**src/rtl/box_group_accum.sv**
```systemverilog
// Groups consecutive valid pixel samples into sums of up to GROUP_LEN for the averaging divider.
// Latency: group emitted 1 cycle after its closing sample; sideband delayed DIV_LAT more cycles.
// No backpressure: a sample is consumed on every cycle in_valid is high.
module box_group_accum #(
  parameter int PIX_W     = 6,
  parameter int GROUP_LEN = 8,
  parameter int DIV_LAT   = 1
) (
  input  logic             clock,
  input  logic             aclr,
  input  logic             in_valid,
  input  logic [PIX_W-1:0] in_pix,
  input  logic             in_eol,
  input  logic             in_sof,
  output logic [9:0]       numer,
  output logic [3:0]       denom,
  output logic             grp_valid,
  output logic             grp_eol,
  output logic [7:0]       grp_idx,
  output logic             out_valid,
  output logic             out_eol,
  output logic             partial_drop
);

  localparam logic [3:0] GRP_CNT = 4'(GROUP_LEN);

  typedef enum logic {
    ST_EMPTY,
    ST_ACCUM
  } state_t;

  state_t state_q, state_d;

  logic [9:0] acc_sum_q, acc_sum_d;
  logic [3:0] acc_cnt_q, acc_cnt_d;
  logic [7:0] line_idx_q, line_idx_d;

  logic [9:0] numer_q, numer_d;
  logic [3:0] denom_q, denom_d;
  logic       grp_valid_q, grp_valid_d;
  logic       grp_eol_q, grp_eol_d;
  logic [7:0] grp_idx_q, grp_idx_d;
  logic       partial_drop_q, partial_drop_d;

  logic [DIV_LAT-1:0] vld_dly_q, vld_dly_d;
  logic [DIV_LAT-1:0] eol_dly_q, eol_dly_d;

  // Starting point for this cycle's sample: in_sof wipes the partial group and line position first.
  logic [9:0] base_sum;
  logic [3:0] base_cnt;
  logic [7:0] base_idx;
  logic [9:0] nsum;
  logic [3:0] ncnt;
  logic       close_grp;

  // Candidate sum/count if the current sample joins the group, and whether it closes it.
  always_comb begin
    base_sum  = in_sof ? 10'd0 : acc_sum_q;
    base_cnt  = in_sof ? 4'd0  : acc_cnt_q;
    base_idx  = in_sof ? 8'd0  : line_idx_q;
    nsum      = base_sum + 10'(in_pix);
    ncnt      = base_cnt + 4'd1;
    close_grp = in_valid && ((ncnt == GRP_CNT) || in_eol);
  end

  // State register: EMPTY when no samples are pending, ACCUM otherwise.
  always_ff @(posedge clock or posedge aclr) begin
    if (aclr) begin
      state_q <= ST_EMPTY;
    end else begin
      state_q <= state_d;
    end
  end

  // Next state, accumulator update and group emit; divider inputs hold between groups.
  always_comb begin
    state_d        = state_q;
    acc_sum_d      = acc_sum_q;
    acc_cnt_d      = acc_cnt_q;
    line_idx_d     = base_idx;
    numer_d        = numer_q;
    denom_d        = denom_q;
    grp_eol_d      = grp_eol_q;
    grp_idx_d      = grp_idx_q;
    grp_valid_d    = 1'b0;
    partial_drop_d = 1'b0;

    unique case (state_q)
      ST_EMPTY: partial_drop_d = 1'b0;
      ST_ACCUM: partial_drop_d = in_sof;
      default:  partial_drop_d = 1'b0;
    endcase

    if (in_sof) begin
      state_d   = ST_EMPTY;
      acc_sum_d = 10'd0;
      acc_cnt_d = 4'd0;
    end

    if (in_valid) begin
      if (close_grp) begin
        numer_d     = nsum;
        denom_d     = ncnt;
        grp_valid_d = 1'b1;
        grp_eol_d   = in_eol;
        grp_idx_d   = base_idx;
        acc_sum_d   = 10'd0;
        acc_cnt_d   = 4'd0;
        state_d     = ST_EMPTY;
        // Index wraps naturally at 8 bits; end of line restarts numbering.
        line_idx_d  = in_eol ? 8'd0 : base_idx + 8'd1;
      end else begin
        acc_sum_d = nsum;
        acc_cnt_d = ncnt;
        state_d   = ST_ACCUM;
      end
    end
  end

  // Sideband shift: stage 0 takes the registered group flags, later stages follow.
  always_comb begin
    vld_dly_d    = vld_dly_q;
    eol_dly_d    = eol_dly_q;
    vld_dly_d[0] = grp_valid_q;
    eol_dly_d[0] = grp_eol_q;
    for (int i = 1; i < DIV_LAT; i++) begin
      vld_dly_d[i] = vld_dly_q[i-1];
      eol_dly_d[i] = eol_dly_q[i-1];
    end
  end

  // Datapath and sideband registers; denom resets to 1 so the divider never divides by zero.
  always_ff @(posedge clock or posedge aclr) begin
    if (aclr) begin
      acc_sum_q      <= 10'd0;
      acc_cnt_q      <= 4'd0;
      line_idx_q     <= 8'd0;
      numer_q        <= 10'd0;
      denom_q        <= 4'd1;
      grp_valid_q    <= 1'b0;
      grp_eol_q      <= 1'b0;
      grp_idx_q      <= 8'd0;
      partial_drop_q <= 1'b0;
      vld_dly_q      <= '0;
      eol_dly_q      <= '0;
    end else begin
      acc_sum_q      <= acc_sum_d;
      acc_cnt_q      <= acc_cnt_d;
      line_idx_q     <= line_idx_d;
      numer_q        <= numer_d;
      denom_q        <= denom_d;
      grp_valid_q    <= grp_valid_d;
      grp_eol_q      <= grp_eol_d;
      grp_idx_q      <= grp_idx_d;
      partial_drop_q <= partial_drop_d;
      vld_dly_q      <= vld_dly_d;
      eol_dly_q      <= eol_dly_d;
    end
  end

  assign numer        = numer_q;
  assign denom        = denom_q;
  assign grp_valid    = grp_valid_q;
  assign grp_eol      = grp_eol_q;
  assign grp_idx      = grp_idx_q;
  assign partial_drop = partial_drop_q;
  assign out_valid    = vld_dly_q[DIV_LAT-1];
  assign out_eol      = eol_dly_q[DIV_LAT-1];

endmodule
```
**config.mk**
```make
export PLATFORM = sky130hd
export DESIGN_NAME = box_group_accum
export DESIGN_NICKNAME = d
export VERILOG_FILES = /design/src/rtl/box_group_accum.sv
export SDC_FILE = /design/constraint.sdc
export NUM_CORES = 1
export LEC_CHECK = 0
export BUFFER_PORTS_ARGS = -buffer_cell sky130_fd_sc_hd__clkbuf_2
export CORE_UTILIZATION = 40
export DETAILED_ROUTE_END_ITERATION = 16
export PLACE_DENSITY = 0.63
export SLEW_MARGIN = 20
export SYNTH_ARGS = -nofsm -noshare
export SYNTH_HDL_FRONTEND = slang
export SYNTH_SLANG_ARGS = --single-unit
```
**constraint.sdc**
```tcl
create_clock -name clock -period 2.2 [get_ports clock]
set_input_delay 0.22 -clock clock [delete_from_list [all_inputs] [get_ports clock]]
set_output_delay 0.22 -clock clock [all_outputs]
set_load 0.005 [all_outputs]
```
==> results.md <==
- Status: finished, final reports clean
- Critical-path cell list: nor2b_2, ha_2, inv_1, fa_2, nor2b_2, o31ai_1, a211oi_1, xor2_1, o2bb2ai_1
- Layout cells sized above 1: 0.2492
- DIE AREA: 6631 µm²
- Slew HR: 0.5975
- Critical Path Source Type: flop
- Critical Path Stages: 9
- # Max-Cap Violations: 0
- Max VDD drop: 0.2412 mV
- Worst path arrival time: 2.29 ns
- Worst-skew pair later-pin latency: 0.30 ns
- Largest net degree at the start of global routing: 32
- Pwr/cell area: 628.8 nW/µm²
- Initial core utilization: 0.4213
- Synthesized Nets: 269
- Via/cell ratio: 5.266
- Register area: 1252 µm²
- CTS tree: built
- Fillers: 570
- Endpoints failing setup: 0
- Async set or reset register ratio after synthesis: 1.000
- First-pass GRT wire length: 8976 µm
- Number of port buffers: 37
- WP buf/inv: 1
- WP data required: 2.43 ns
- Worst Clk Skew: 0.005549 ns
- Multi-input gate area: 1185 µm²
- Clk sinks: 50
- DRT Wirelength: 5541 µm
- Combinational power share: 0.126
- Setup crit end: acc_sum_q[8]
- Crit path max-delay family: adder cells
- NumNets Final: 316
- Crit path largest cell delay: 0.35 ns
- IO Count: 38
- Min cycle time layout: 2.065 ns
- Library cells used by synthesis: 47
- Slew @ Worst Pin: 0.6028 ns
- DR WL/cell: 14.90 µm
- Antenna violations before repair: 0
- Synthesized area per cell: 10.14 µm²
- Vias: 1959
- DRT Pass-1 Iters: 4
- NetSw: 454.0 µW
- Synth-to-Final Area Change: 19.29%
- Post-synth EDFFs: 0
- Post-detail-place hpwl: 3902 µm
- Setup repair after global routing missed its margin: no
- CP endpoint kind: flop
- Fmax: 0.4843 GHz
- Switch share: 0.2398
- Core Area: 5991 µm²
- #FFs+latches synth: 50
- Most used cell along the critical path: nor2b_2
- Cell internal pwr: 1439 µW
- Crit. Startpoint: acc_sum_q[0]
- Critical path peak fanout: 3
- Row Count: 28
- Initial drt markers: 85
- Setup TNS: 0 ns
- # H-tree levels: 2
- R2R setup slack: 0.13 ns
- Synth Instances: 249
- Crit Reg-Reg Endpoint: acc_sum_q[8]
- Number of global-route vias before repair: 1873
- Clock network fraction of total power: 0.355
- Post-route clock period utilization: 0.9386
- CTS Buf Count: 5
- GRT Util Overall: 0.1809
- Max-slew violation count: 0
- Register area share after synthesis: 0.4963
- Power share of the sequential group: 0.519
- Post-route ant nets: 0
- Clk slew on worst S/H paths: 0.09 ns
- R2R depth: 9
- Synthesized cell area: 2524 µm²
- CP max stage cell: fa_2
- GP Congestion: 0.8769
- Hold Path Class: input port to flop
- Width of the die: 81.43 µm
- Root Buffer: clkbuf_8
- LEAKAGE: 0.001472 µW
- Clock Path Buffers: 2
- Yosys warnings: 0
- Die height: 81.43 µm
- Worst r2r src: acc_sum_q[0]
- DRC: 0
- Ant diodes: 0
- Most used DFF post-synth: dfrtp_1
- Hold Vio Cnt, Final: 0
- Final Util: 0.5025
- Remaining global-route overflow: 0
- Crit Path Category: flop to flop
## power by group through the flow
stage	clock network (µW)	logic, µW	registers (µW)
floorplan	0	142	1000
finish	672	239	982
detailed placement	0	238	1000
global route	729	271	989
CTS	692	241	983
global placement	0	236	1000
## area by class of cell
cell class | count | share of cell area
clock inverters | 1 | 0.009975
clock buffers | 7 | 0.02868
well taps | 75 | 0.03117
multi-input cells | 178 | 0.3936
inverters | 8 | 0.009975
flip-flops and latches | 50 | 0.4160
repair buffers | 53 | 0.1106
## layout by cell type (no fill, tap or decap), drive strengths merged, types with 5 or more instances in the layout
cell type	count
ha	8
inv	8
clkbuf	44
o21ai	25
buf	15
nand2	26
a21oi	7
a31oi	5
mux2	7
nand2b	11
nor2b	16
dfrtp	49
xor2	5
a22o	7
nor2	12
## sequential cells by signal (all words and copies together) (netlist names)
signal and count:
acc_sum_q 10, numer 10, grp_idx 8, line_idx_q 8, acc_cnt_q 4, denom 4, grp_eol 1, grp_valid 1
out_eol 1, out_valid 1, partial_drop 1, state_q 1
## metrics by stage
stage / hold WS (ns) / setup WS (ns) / instances / area [µm²] / power, µW
global placement: 0.3201 / 0.08073 / 363 / 2879 / 1236
detailed placement: 0.3297 / 0.01297 / 363 / 2879 / 1240
global route: 0.2582 / 0.003662 / 372 / 3010 / 1989
CTS: 0.2490 / 0.04654 / 372 / 3005 / 1916
finish: 0.2477 / 0.1350 / 372 / 3010 / 1893
floorplan: 0.3757 / 0.01019 / 249 / 2540 / 1143
## repair_timing
| item | 4_1_cts | 5_1_grt |
|---|---|---|
| endpoints found under the hold margin | 14 | 0 |
| setup endpoints to repair | 0 | 3 |
| hold buffers | 1 | 0 |
| setup buffers | 0 | 0 |
| resized for setup | 0 | 2 |
## Yosys cell counts (5+ instances only)
cell	count	area share
a21oi_1	7	0.014
a31oi_1	5	0.012
a22o_1	7	0.024
xor2_1	5	0.017
dfrtp_1	49	0.49
nand2b_1	11	0.027
ha_1	8	0.040
nor2b_1	16	0.040
clkbuf_1	7	0.010
mux2_2	7	0.031
inv_1	8	0.012
nor2_1	12	0.018
nand2_1	26	0.039
o21ai_0	23	0.046
## worst register-to-register path, cell delays in order (launching register included)
cell and delay [ns]:
dfrtp_1 0.34, nor2b_2 0.16, ha_2 0.20, inv_1 0.06
fa_2 0.35, nor2b_2 0.14, o31ai_1 0.11, a211oi_1 0.26
xor2_1 0.24, o2bb2ai_1 0.14
## worst min path at each step
stage,from,endpoint,cells after the start
final,in_valid,grp_eol,3
after global routing,in_valid,grp_eol,3
after CTS,in_valid,grp_eol,3
after detailed placement,aclr,line_idx_q[0],2
after global placement,aclr,line_idx_q[7],2
after floorplan,grp_valid,out_valid,0
## cells by family after synthesis
family | count (synthesis) | share of synthesized area
buf+inv | 21 | 0.03966
xor+xnor | 8 | 0.02777
fa+ha+maj | 9 | 0.04760
flops | 50 | 0.4963
compound gates | 71 | 0.1879
simple gates | 82 | 0.1656
mux | 8 | 0.03520
## per-layer routing
| layer | track usage | share of wire | vias up |
|---|---|---|---|
| li1 | - | - | 975 |
| met1 | 0.2613 | 0.52 | 932 |
| met2 | 0.2658 | 0.43 | 43 |
| met3 | 0.02889 | 0.033 | 9 |
| met4 | 0.07857 | 0.016 | 0 |
| met5 | 0 | 0 | - |
(Power assumes the default switching activity.)
